`src/rtl/wide_cmp_seq_pkg.sv`:
```
// Shared definitions for the sequential wide comparator.
// Holds the FSM state encoding and the default slice count.
package wide_cmp_seq_pkg;

    localparam int N_SLICES_DEF = 4;

    typedef enum logic [1:0] {
        S_IDLE    = 2'b00,
        S_COMPARE = 2'b01,
        S_DONE    = 2'b10
    } state_t;

endpackage

```
`src/rtl/wide_cmp_seq_cmp2_slice.sv`:
```
// Combinational 2-bit magnitude comparator slice.
// a1/a2, b1/b2: operand bits (x1 = MSB); f1 A>B, f2 A==B, f3 A<B.
module cmp2_slice (
    input  logic a1,
    input  logic a2,
    input  logic b1,
    input  logic b2,
    output logic f1,
    output logic f2,
    output logic f3
);

    logic [1:0] a;
    logic [1:0] b;

    assign a  = {a1, a2};
    assign b  = {b1, b2};
    assign f1 = (a > b);
    assign f2 = (a == b);
    assign f3 = (a < b);

endmodule

```
`src/rtl/wide_cmp_seq.sv`:
```
// Sequential MSB-first comparator, one 2-bit slice per cycle.
// Ports: clk, rst_n, start, op_a/op_b in; busy, done, gt/eq/lt, slices_used out.
module wide_cmp_seq
    import wide_cmp_seq_pkg::*;
#(
    parameter int N_SLICES = N_SLICES_DEF,
    parameter int W        = 2 * N_SLICES,
    parameter int SUW      = $clog2(N_SLICES) + 1
) (
    input  logic           clk,
    input  logic           rst_n,
    input  logic           start,
    input  logic [W-1:0]   op_a,
    input  logic [W-1:0]   op_b,
    output logic           busy,
    output logic           done,
    output logic           gt,
    output logic           eq,
    output logic           lt,
    output logic [SUW-1:0] slices_used
);

    localparam int IW = (N_SLICES > 1) ? $clog2(N_SLICES) : 1;
    localparam logic [IW-1:0] IDX_MSB = IW'(N_SLICES - 1);

    state_t        state;
    logic [IW-1:0] idx;
    logic [W-1:0]  a_q;
    logic [W-1:0]  b_q;
    logic [1:0]    a_sl;
    logic [1:0]    b_sl;
    logic          s_gt;
    logic          s_eq;
    logic          s_lt;

    // Slice mux: pick the 2-bit pair addressed by idx.
    always_comb begin
        a_sl = 2'b00;
        b_sl = 2'b00;
        for (int i = 0; i < N_SLICES; i++) begin
            if (idx == IW'(i)) begin
                a_sl = a_q[2*i +: 2];
                b_sl = b_q[2*i +: 2];
            end
        end
    end

    cmp2_slice u_slice (
        .a1 (a_sl[1]),
        .a2 (a_sl[0]),
        .b1 (b_sl[1]),
        .b2 (b_sl[0]),
        .f1 (s_gt),
        .f2 (s_eq),
        .f3 (s_lt)
    );

    always_ff @(posedge clk or negedge rst_n) begin
        if (!rst_n) begin
            state       <= S_IDLE;
            idx         <= IDX_MSB;
            a_q         <= '0;
            b_q         <= '0;
            busy        <= 1'b0;
            done        <= 1'b0;
            gt          <= 1'b0;
            eq          <= 1'b0;
            lt          <= 1'b0;
            slices_used <= '0;
        end else begin
            done <= 1'b0;
            unique case (state)
                S_IDLE: begin
                    if (start) begin
                        a_q         <= op_a;
                        b_q         <= op_b;
                        idx         <= IDX_MSB;
                        gt          <= 1'b0;
                        eq          <= 1'b0;
                        lt          <= 1'b0;
                        slices_used <= '0;
                        busy        <= 1'b1;
                        state       <= S_COMPARE;
                    end
                end
                S_COMPARE: begin
                    slices_used <= slices_used + 1'b1;
                    if (!s_eq) begin
                        // First unequal slice decides; stop early.
                        gt    <= s_gt;
                        lt    <= s_lt;
                        busy  <= 1'b0;
                        done  <= 1'b1;
                        state <= S_DONE;
                    end else if (idx == '0) begin
                        eq    <= 1'b1;
                        busy  <= 1'b0;
                        done  <= 1'b1;
                        state <= S_DONE;
                    end else begin
                        idx <= idx - 1'b1;
                    end
                end
                S_DONE: begin
                    state <= S_IDLE;
                end
                default: begin
                    busy  <= 1'b0;
                    state <= S_IDLE;
                end
            endcase
        end
    end

endmodule
```
`config.mk`:
```
export PLATFORM = sky130hd
export DESIGN_NAME = wide_cmp_seq
export DESIGN_NICKNAME = d
export VERILOG_FILES = /design/src/rtl/wide_cmp_seq_pkg.sv /design/src/rtl/wide_cmp_seq_cmp2_slice.sv /design/src/rtl/wide_cmp_seq.sv
export SDC_FILE = /design/constraint.sdc
export NUM_CORES = 1
export LEC_CHECK = 0
export BUFFER_PORTS_ARGS = -buffer_cell sky130_fd_sc_hd__clkbuf_2
export CAP_MARGIN = 20
export CORE_MARGIN = 5
export CORE_UTILIZATION = 25
export DETAILED_ROUTE_END_ITERATION = 10
export GPL_TIMING_DRIVEN = 0
export SYNTH_ARGS = -nofsm -noshare
export SYNTH_HDL_FRONTEND = slang
export SYNTH_HIERARCHICAL = 1
export SYNTH_SLANG_ARGS = --single-unit
```
`constraint.sdc`:
```
create_clock -name clk -period 5.4 [get_ports clk]
set_input_delay 0.54 -clock clk [delete_from_list [all_inputs] [get_ports clk]]
set_output_delay 0.54 -clock clk [all_outputs]
set_load 0.05 [all_outputs]
```
==> metrics.txt, run 1 <==
outcome complete, no violations; CTS tree yes; peak supply drop 0.2334 mV; Crit Path Class reg -> reg; Final min period 2851 ps; initial antenna violation count 0; level count of the clock H-tree 1; diode count 0; clk_lat worst skew 270 ps; crit-path cells inv_1 > ha_1 > nor2b_1 > a221oi_1 > o31ai_1 > inv_1 > ha_1 > and2_4 > nor3b_1 > nor2_1 > a22o_1; first-pass GRT wire length 4.319 mm; Vias 900; root buffer cell clkbuf_8; Int Power 0.6070 mW; syn avg cell area 12.28 µm²; pin count of the biggest net entering global routing 29; Final Hold Viols 0; Post-Route WL 2.584 mm; total track usage 0.07385; Yosys warning count 6; vias per cell 4.206; clock group share of total power 0.171; Core Area 0.005439 mm²; Setup TNS 0 ps; die area 0.007084 mm²; Nets 170; Critical Path AT 3020 ps; die extent in x 84.17 µm; MaxCap Viol Count 0; # setup viols final 0; NetSw 0.3637 mW; vias in the first global route 930; Max Fclk 350.7 MHz; RSZ-0062 raised after global routing no; share of cells above drive strength 1 0.4085; final worst slack 2549 ps; Initial Util 0.2528; Sink Count 28; Startpoint Class flop; WL/cell 12.07 µm; Post-Syn Area 0.001375 mm²; grt total ovfl 0; Synth Instances 112; Area growth, synth to finish 21.20%; Gate power share 0.449; # resized after CTS 0; Ports 27; Hold WC Path Type in -> async; FP Rows 27; sequential cell area fraction in the yosys report 0.5114; synthesized net count 139; Hold-fix buffers, CTS 0; Seq pwr share 0.380; pre-CTS setup slack 2573 ps; Detail Route Antenna Nets 0; Worst EP required 5570 ps; worst hold margin 298.9 ps; number of max-slew violations in the final report 0; crit path capture type flop; detailed router's first-iteration violation count 12; GP Congestion 0.7084; Port Buffers 26; Synth top area share 0.4732; Max Fanout on Critical Path 5; Slowest-stage cell, CP dfstp_2; Detailed Place HPWL 1.973 mm; Clock transition at path regs 100 ps; Max stage delay on crit path 560 ps; # DRC 0; PD cells 582.4 mW/mm²; switching share of power 0.3746; Final Skew 6.169 ps; Die Ht 84.17 µm; relative slew slack 0.5203; total CTS buffers 3; period utilisation layout 0.5280; leading area contributor after synthesis dfrtp_1; Worst-Margin Slew 719.6 ps; Synth cell types 30; Yosys reg bits 28; Pleak 0.7838 nW; CTS Buffer Depth 2; # Post-CTS Setup Buffers 0; Synth area leaders dfrtp_1 47%, mux2_2 13%, ha_1 7.3%, dfstp_2 3.8%, nor2b_1 3.2%; DRT Pass-1 Iters 2
power by group through the flow:
stage                     combinational (mW)  sequential [mW]  clock (mW)
after floorplan                        0.294            0.424           0
after global placement                 0.436            0.372           0
after detailed placement               0.442            0.375           0
after CTS                              0.443            0.370       0.172
after global routing                   0.484            0.380       0.181
final                                  0.436            0.369       0.166
metrics by stage:
stage	power (mW)	cell area (µm²)	utilization	std cells
6_report	0.9707	1667	0.3064	214
5_1_grt	1.046	1667	0.3064	214
4_1_cts	0.9856	1667	0.3064	214
3_5_place_dp	0.8166	1595	0.2933	210
3_3_place_gp	0.8072	1595	0.2933	210
2_1_floorplan	0.7178	1375	-	112
synthesized netlist by cell type, drive strengths merged:
cell,instances
ha,8
and2,2
or2b,1
a21oi,4
o22ai,2
mux2,17
a21o,1
o31ai,4
nor2,5
and4bb,1
and2b,1
xor2,1
dfstp,2
nor3,2
dfrtp,26
inv,7
nand3b,1
nand2b,1
nand2,7
nor2b,7
buf,3
a22o,2
nor3b,2
o21ai,1
a221oi,4
cells in the final DEF (no fill, tap or decap), types with 2 or more instances in the layout:
| cell type | n |
|---|---|
| a21oi_1 | 4 |
| a221oi_1 | 4 |
| a22o_1 | 2 |
| buf_6 | 2 |
| clkbuf_2 | 26 |
| clkbuf_8 | 3 |
| dfrtp_1 | 26 |
| dfstp_2 | 2 |
| ha_1 | 8 |
| inv_1 | 7 |
| mux2_2 | 16 |
| nand2_1 | 7 |
| nor2_1 | 4 |
| nor2b_1 | 7 |
| nor3_1 | 2 |
| o22ai_1 | 2 |
| o31ai_1 | 4 |
layer usage:
layer	vias up	track usage	wire [µm]
li1	456	-	-
met1	419	0.09891	1254
met2	23	0.1141	1156
met3	2	0.03238	162
met4	0	0.008772	11
met5	-	0	0
critical path: cells and delay by family, from the launching register on:
| family | cells | cell delay (ps) |
|---|---|---|
| adder cells (fa/ha/maj) | 2 | 540 |
| flip-flops | 1 | 560 |
| AND/OR/NAND/NOR | 4 | 910 |
| buffers and inverters | 2 | 140 |
| AO/OA/AOI/OAI | 3 | 580 |
worst paths after layout:
path / startpoint / to / slack [ps] / cells after the start
setup / recovery: idx[1] / gt / 2550 / 11
hold / removal: rst_n / a_q[2] / 300 / 1
setup reg to reg: idx[1] / gt / 2550 / 11
hold reg to reg: lt / lt / 510 / 1
max in group asynchronous: rst_n / busy / 4640 / 1
min in group clk: op_b[4] / b_q[4] / 490 / 2
cells by family (layout without fill, tap and decap cells):
logic type / Yosys count / after routing / share of synthesized area
adder cells (fa/ha/maj): 8 / 8 / 0.07280
AND/OR/NAND/NOR: 30 / 30 / 0.1356
AO/OA/AOI/OAI: 18 / 18 / 0.09372
flip-flops: 28 / 28 / 0.5114
multiplexers: 17 / 17 / 0.1419
buffers and inverters: 10 / 40 / 0.03822
XOR/XNOR: 1 / 1 / 0.006371
layout make-up:
class                   instances  area [µm²]
fillers                       552        3772
well taps                      72       90.09
flip-flops and latches         28       703.2
plain buffers                   3       26.28
repair buffers                 26       130.1
multi-input cells              74       619.3
clock inverters                 1       30.03
clock buffers                   3       41.29
inverters                       7       26.28
state kept, by name (all words and copies together) (netlist names):
| signal | flops |
|---|---|
| a_q | 8 |
| b_q | 8 |
| busy | 1 |
| done | 1 |
| eq | 1 |
| gt | 1 |
| idx | 2 |
| lt | 1 |
| slices_used | 3 |
| state | 2 |
(Power assumes the default switching activity.)
==> run 2, diff against run 1 <==
==> constraint.sdc (replaced) <==
create_clock -name clk -period 2.85 [get_ports clk]
set_input_delay 0.285 -clock clk [delete_from_list [all_inputs] [get_ports clk]]
set_output_delay 0.285 -clock clk [all_outputs]
set_load 0.05 [all_outputs]
==> metrics.txt, run 2 (synthesis results as in run 1) <==
Max Fanout on Critical Path 5 (unchanged); crit path capture type flop (unchanged); # setup viols final 0 (unchanged); Startpoint Class flop (unchanged); Die Ht 84.17 µm (unchanged); Nets 170 (unchanged); level count of the clock H-tree 1 (unchanged); number of max-slew violations in the final report 0 (unchanged); Max Fclk 383.7 MHz (was 350.7 MHz); Sink Count 28 (unchanged); Ports 27 (unchanged); period utilisation layout 0.9143 (was 0.5280); Worst-Margin Slew 721.0 ps (was 719.6 ps); Worst R2R Path Depth 11 (unchanged); vias per cell 4.229 (was 4.206); first-pass GRT wire length 4.319 mm (unchanged); Initial Util 0.2528 (unchanged); Top Registers a_q x8, b_q x8, slices_used x3 (unchanged); Area growth, synth to finish 21.75% (was 21.20%); Final Skew 4.965 ps (was 6.169 ps); pin count of the biggest net entering global routing 29 (unchanged); Clock transition at path regs 100 ps (about the same); worst hold margin 45.82 ps (was 298.9 ps); Setup TNS 0 ps (unchanged); Worst EP required 3020 ps (was 5570 ps); total CTS buffers 3 (unchanged); Register Area 703.2 µm² (unchanged); die area 0.007084 mm² (unchanged); Final Hold Viols 0 (unchanged); Core Area 0.005439 mm² (unchanged); Hold WC Path Type in -> async (unchanged); Critical Path AT 2770 ps (was 3020 ps); share of cells above drive strength 1 0.4225 (was 0.4085); Final min period 2606 ps (was 2851 ps); DP Cell Count 210 (unchanged); PD cells 1102 mW/mm² (was 582.4 mW/mm²); Detailed Place HPWL 1.973 mm (unchanged); most frequent cells in the layout 26 x dfrtp_1, 26 x clkbuf_2, 16 x mux2_2, 8 x ha_1 (unchanged); diode count 0 (unchanged); # Post-CTS Setup Buffers 0 (unchanged); GP Congestion 0.7084 (unchanged); CTS tree yes (unchanged); Detail Route Antenna Nets 0 (unchanged); WL/cell 12.01 µm (was 12.07 µm); Post-Route WL 2.571 mm (was 2.584 mm); Pleak 0.7865 nW (was 0.7838 nW); Layout Cells excl Fill 214 (unchanged); fill count 548 (was 552); Final Util 0.3078 (was 0.3064); outcome complete, no violations (unchanged); FP Rows 27 (unchanged); Hold-fix buffers, CTS 0 (unchanged); root buffer cell clkbuf_8 (unchanged); clk_lat worst skew 270 ps (about the same); vias in the first global route 930 (unchanged); grt total ovfl 0 (unchanged); Crit Path Class reg -> reg (unchanged); MaxCap Viol Count 0 (unchanged); DRT Pass-1 Iters 4 (was 2); detailed router's first-iteration violation count 12 (unchanged); RSZ-0062 raised after global routing no (unchanged); CTS Buffer Depth 2 (unchanged); Port Buffers 26 (unchanged); # DRC 0 (unchanged); Multi-input gate area 626.9 µm² (was 619.3 µm²); relative slew slack 0.5194 (was 0.5203); Vias 905 (was 900); peak supply drop 0.4403 mV (was 0.2334 mV); initial antenna violation count 0 (unchanged); total track usage 0.07385 (unchanged); die extent in x 84.17 µm (unchanged)
## run 2: cell counts in the layout (fill, tap and decap cells not counted)
No cell type changed its count.
## run 2: path summary, 6_finish.rpt
check | start | end | slack [ps]
max reg2reg | idx[1] | gt | 240
min | rst_n | a_q[2] | 50
min in group clk | op_b[4] | b_q[4] | 230
max in group asynchronous | rst_n | busy | 2340
max | idx[1] | gt | 240
min reg2reg | lt | lt | 520
## run 2: critical path, stage by stage, from the launching register on
cell	delay, ps
dfstp_2	560
inv_1	70
ha_1	260
nor2b_2	220
a221oi_1	120
o31ai_1	260
inv_1	70
ha_1	280
and2_4	160
nor3b_2	220
nor2_1	90
a22o_1	180
## run 2: power breakdown
group / switching (mW) / total, mW / internal [mW] / leakage (nW)
registers: 0.124 / 0.699 / 0.576 / 0.338
clock network: 0.126 / 0.314 / 0.188 / 0.0357
logic: 0.442 / 0.831 / 0.390 / 0.413
## run 2: routing by layer
metal,vias to the layer above,global-route usage,share of wire
met5,-,0,0
met4,0,0.008772,0.0047
met3,2,0.03238,0.076
met2,29,0.1141,0.45
met1,419,0.09891,0.46
li1,455,-,-
## run 2: final cells by class
type                            count  share of cell area
Buffer                              3             0.01570
Clock buffer                        3             0.02466
Clock inverter                      1             0.01794
Inverter                            7             0.01570
Multi-Input combinational cell     74              0.3744
Sequential cell                    28              0.4200
Tap cell                           72             0.05381
Timing Repair Buffer               26             0.07773
## run 2: through the flow
step	setup slack [ps]	power [mW]	area, µm²
2_1_floorplan	343.2	1.360	1375
3_3_place_gp	71.52	1.529	1595
3_5_place_dp	23.32	1.547	1595
4_1_cts	11.85	1.867	1667
5_1_grt	48.78	1.988	1674
6_report	244.1	1.844	1674
## run 2: timing repair
action | CTS | global route
gates resized for setup | 0 | 2
setup endpoints to repair | 0 | 4
hold endpoints to repair | 0 | 0
==> run 3, diff against run 2 <==
--- a/config.mk
+++ b/config.mk
@@ -5,12 +5,16 @@
 export SDC_FILE = /design/constraint.sdc
 export NUM_CORES = 1
 export LEC_CHECK = 0
+export ABC_AREA = 1
 export BUFFER_PORTS_ARGS = -buffer_cell sky130_fd_sc_hd__clkbuf_2
 export CAP_MARGIN = 20
+export CELL_PAD_IN_SITES_DETAIL_PLACEMENT = 0
+export CELL_PAD_IN_SITES_GLOBAL_PLACEMENT = 2
 export CORE_MARGIN = 5
-export CORE_UTILIZATION = 25
+export CORE_UTILIZATION = 28
 export DETAILED_ROUTE_END_ITERATION = 10
 export GPL_TIMING_DRIVEN = 0
+export PLACE_DENSITY_LB_ADDON = 0.1
 export SYNTH_ARGS = -nofsm -noshare
 export SYNTH_HDL_FRONTEND = slang
 export SYNTH_HIERARCHICAL = 1
==> metrics.txt, run 3 <==
outcome complete, no violations (unchanged); setup slack, reg-to-reg 390 ps (was 240 ps); Worst R2R Path Depth 17 (was 11); final worst slack 391.1 ps (was 244.1 ps); vias per cell 4.209 (was 4.229); Yosys reg bits 28 (unchanged); Post-synth EDFFs 0 (unchanged); leading area contributor after synthesis dfrtp_1 (unchanged); Layout Cells excl Fill 287 (was 214); Max Fanout on Critical Path 6 (was 5); Final Hold Viols 0 (unchanged); Initial Util 0.2885 (was 0.2528); WL/cell 11.60 µm (was 12.01 µm); Pleak 0.9969 nW (was 0.7865 nW); Synth top area share 0.4388 (was 0.4732); Nets 245 (was 170); MaxCap Viol Count 0 (unchanged); Sink Count 28 (unchanged); Post-Route WL 3.328 mm (was 2.571 mm); vias in the first global route 1273 (was 930); initial antenna violation count 0 (unchanged); commonest cells in the netlist 59 x nand2_1, 31 x inv_1, 26 x dfrtp_1 (was 26 x dfrtp_1, 16 x mux2_2, 8 x ha_1); Core Area 0.005140 mm² (was 0.005439 mm²); # Post-CTS Setup Buffers 0 (unchanged); PD cells 1229 mW/mm² (was 1102 mW/mm²); peak supply drop 0.3959 mV (was 0.4403 mV); Area growth, synth to finish 18.40% (was 21.75%); Startpoint Class flop (unchanged); pre-CTS setup slack 427.0 ps (was 23.32 ps); Final min period 2459 ps (was 2606 ps); Vias 1208 (was 905); FP Rows 26 (was 27); design area 0.001755 mm² (was 0.001674 mm²); crit-path cells inv_1 > ha_1 > inv_1 > nor2_1 > nor2_1 > nand2_1 > nand2_1 > inv_1 > ha_1 > nand2_1 > inv_1 > inv_1 > nor2_1 > nand2_1 > nand2_1 > nand2_1 > nand2_1 (was inv_1 > ha_1 > nor2b_2 > a221oi_1 > o31ai_1 > inv_1 > ha_1 > and2_4 > nor3b_2 > nor2_1 > a22o_1); Worst-Margin Slew 731.0 ps (was 721.0 ps); Max stage delay on crit path 590 ps (was 560 ps); syn avg cell area 7.929 µm² (was 12.28 µm²); die area 0.006851 mm² (was 0.007084 mm²); clk_lat worst skew 270 ps (about the same); first-pass GRT wire length 5.796 mm (was 4.319 mm); Hold-fix buffers, CTS 0 (unchanged); Detailed Place HPWL 2.556 mm (was 1.973 mm); relative slew slack 0.5127 (was 0.5194); level count of the clock H-tree 1 (unchanged); Port Buffers 26 (unchanged); Critical Path AT 2680 ps (was 2770 ps); root buffer cell clkbuf_8 (unchanged); detailed router's first-iteration violation count 48 (was 12); pin count of the biggest net entering global routing 29 (unchanged); Ports 27 (unchanged); Final Skew 5.605 ps (was 4.965 ps); Max Fclk 406.7 MHz (was 383.7 MHz); CTS Buffer Depth 2 (unchanged); Post-Syn Area 0.001483 mm² (was 0.001375 mm²); Yosys warning count 6 (unchanged); worst setup path end idx[1] (was gt); Clock transition at path regs 90 ps (was 100 ps); ys flop type dfrtp_1 (unchanged); reg2reg start idx[0] (was idx[1]); FF-to-FF End idx[1] (was gt); Top Registers a_q x8, b_q x8, slices_used x3 (unchanged); most common cell in the synthesized netlist nand2_1 (was dfrtp_1); DRT Pass-1 Iters 4 (unchanged); crit path from idx[0] (was idx[1]); Synth cell types 19 (was 30); number of max-slew violations in the final report 0 (unchanged); DP Cell Count 283 (was 210); Synth Instances 187 (was 112); grt total ovfl 0 (unchanged); Crit Path Class reg -> reg (unchanged); most frequent cells in the layout 59 x nand2_1, 31 x inv_1, 26 x dfrtp_1, 26 x clkbuf_2, 16 x o21ai_1 (was 26 x dfrtp_1, 26 x clkbuf_2, 16 x mux2_2, 8 x ha_1); # setup viols final 0 (unchanged); period utilisation layout 0.8628 (was 0.9143); # resized after CTS 0 (unchanged); total track usage 0.1122 (was 0.07385); die extent in x 82.77 µm (was 84.17 µm); Final Util 0.3415 (was 0.3078); Die Ht 82.77 µm (was 84.17 µm); total CTS buffers 3 (unchanged); total power 2.157 mW (was 1.844 mW); Post-synth ARST share 1.000 (unchanged); # DRC 0 (unchanged); most used cell, CP nand2_1; worst hold margin 57.88 ps (was 45.82 ps); GP Congestion 0.7287 (was 0.7084); most common cell after layout, fill and taps aside nand2_1; RSZ-0062 raised after global routing no (unchanged); Hold WC Path Type in -> async (unchanged); Setup TNS 0 ps (unchanged); CTS tree yes (unchanged); DP Area 0.001700 mm² (was 0.001595 mm²); Detail Route Antenna Nets 0 (unchanged); Slowest-stage cell, CP dfstp_2 (unchanged); share of cells above drive strength 1 0.2074 (was 0.4225); synthesized net count 214 (was 139); crit path capture type flop (unchanged); diode count 0 (unchanged); Synth area leaders dfrtp_1 44%, nand2_1 15%, inv_1 7.8%, ha_1 6.8%, o21ai_1 5.4% (was dfrtp_1 47%, mux2_2 13%, ha_1 7.3%, dfstp_2 3.8%, nor2b_1 3.2%); sequential cell area fraction in the yosys report 0.4743 (was 0.5114); Worst EP required 3070 ps (was 3020 ps)
run 3: cell types whose count changed after synthesis, sizes merged, moves of 7 or more:
cell / delta
mux2: -17
nor2b: -7
inv: +27
nor2: +7
nand3: +11
o21ai: +19
nand2: +53
run 3: cell families (layout without fill, tap and decap cells):
logic type | after synthesis | in the layout | synth area share
adder cells (fa/ha/maj) | 8 | 8 | 0.06751
AO/OA/AOI/OAI | 28 | 28 | 0.09705
AND/OR/NAND/NOR | 84 | 84 | 0.2388
buffers and inverters | 39 | 69 | 0.1224
flip-flops | 28 | 28 | 0.4743
run 3: area by class of cell:
cell class | instances | area [µm²]
clock buffers | 4 | 55.05
plain buffers | 5 | 53.80
multi-input cells | 120 | 598.1
repair buffers | 26 | 130.1
fillers | 596 | 3385
flip-flops and latches | 28 | 703.2
well taps | 70 | 87.58
inverters | 34 | 127.6
run 3: worst max-delay path: cells and delay by family, from the launching register on:
family	cells	cell delay, ps
and+or+nand+nor	10	720
buffers and inverters	5	520
DFF	1	590
adders and majority gates	2	570
run 3: how the worst min path moves through the flow:
| stage | start | to | slack [ps] | cells after the start |
|---|---|---|---|---|
| 3_3_place_gp | rst_n | b_q[3] | 370 | 1 |
| 4_1_cts | rst_n | b_q[3] | 80 | 1 |
| 2_1_floorplan | rst_n | a_q[0] | -10 | 0 |
| 3_5_place_dp | rst_n | b_q[0] | 390 | 1 |
| 6_report | rst_n | slices_used[1] | 60 | 1 |
| 5_1_grt | rst_n | slices_used[2] | 120 | 1 |
run 3: power breakdown:
part           switching [mW]  leakage [nW]  internal, mW
clock                   0.119        0.0288         0.124
combinational           0.800         0.618         0.417
sequential              0.114         0.350         0.583
run 3: metal layers:
layer,share of wire,global-route usage,vias to the layer above
met4,0.0057,0.03431,0
met5,0,0,-
li1,-,-,629
met2,0.48,0.1923,14
met1,0.48,0.1430,563
met3,0.028,0.02052,2
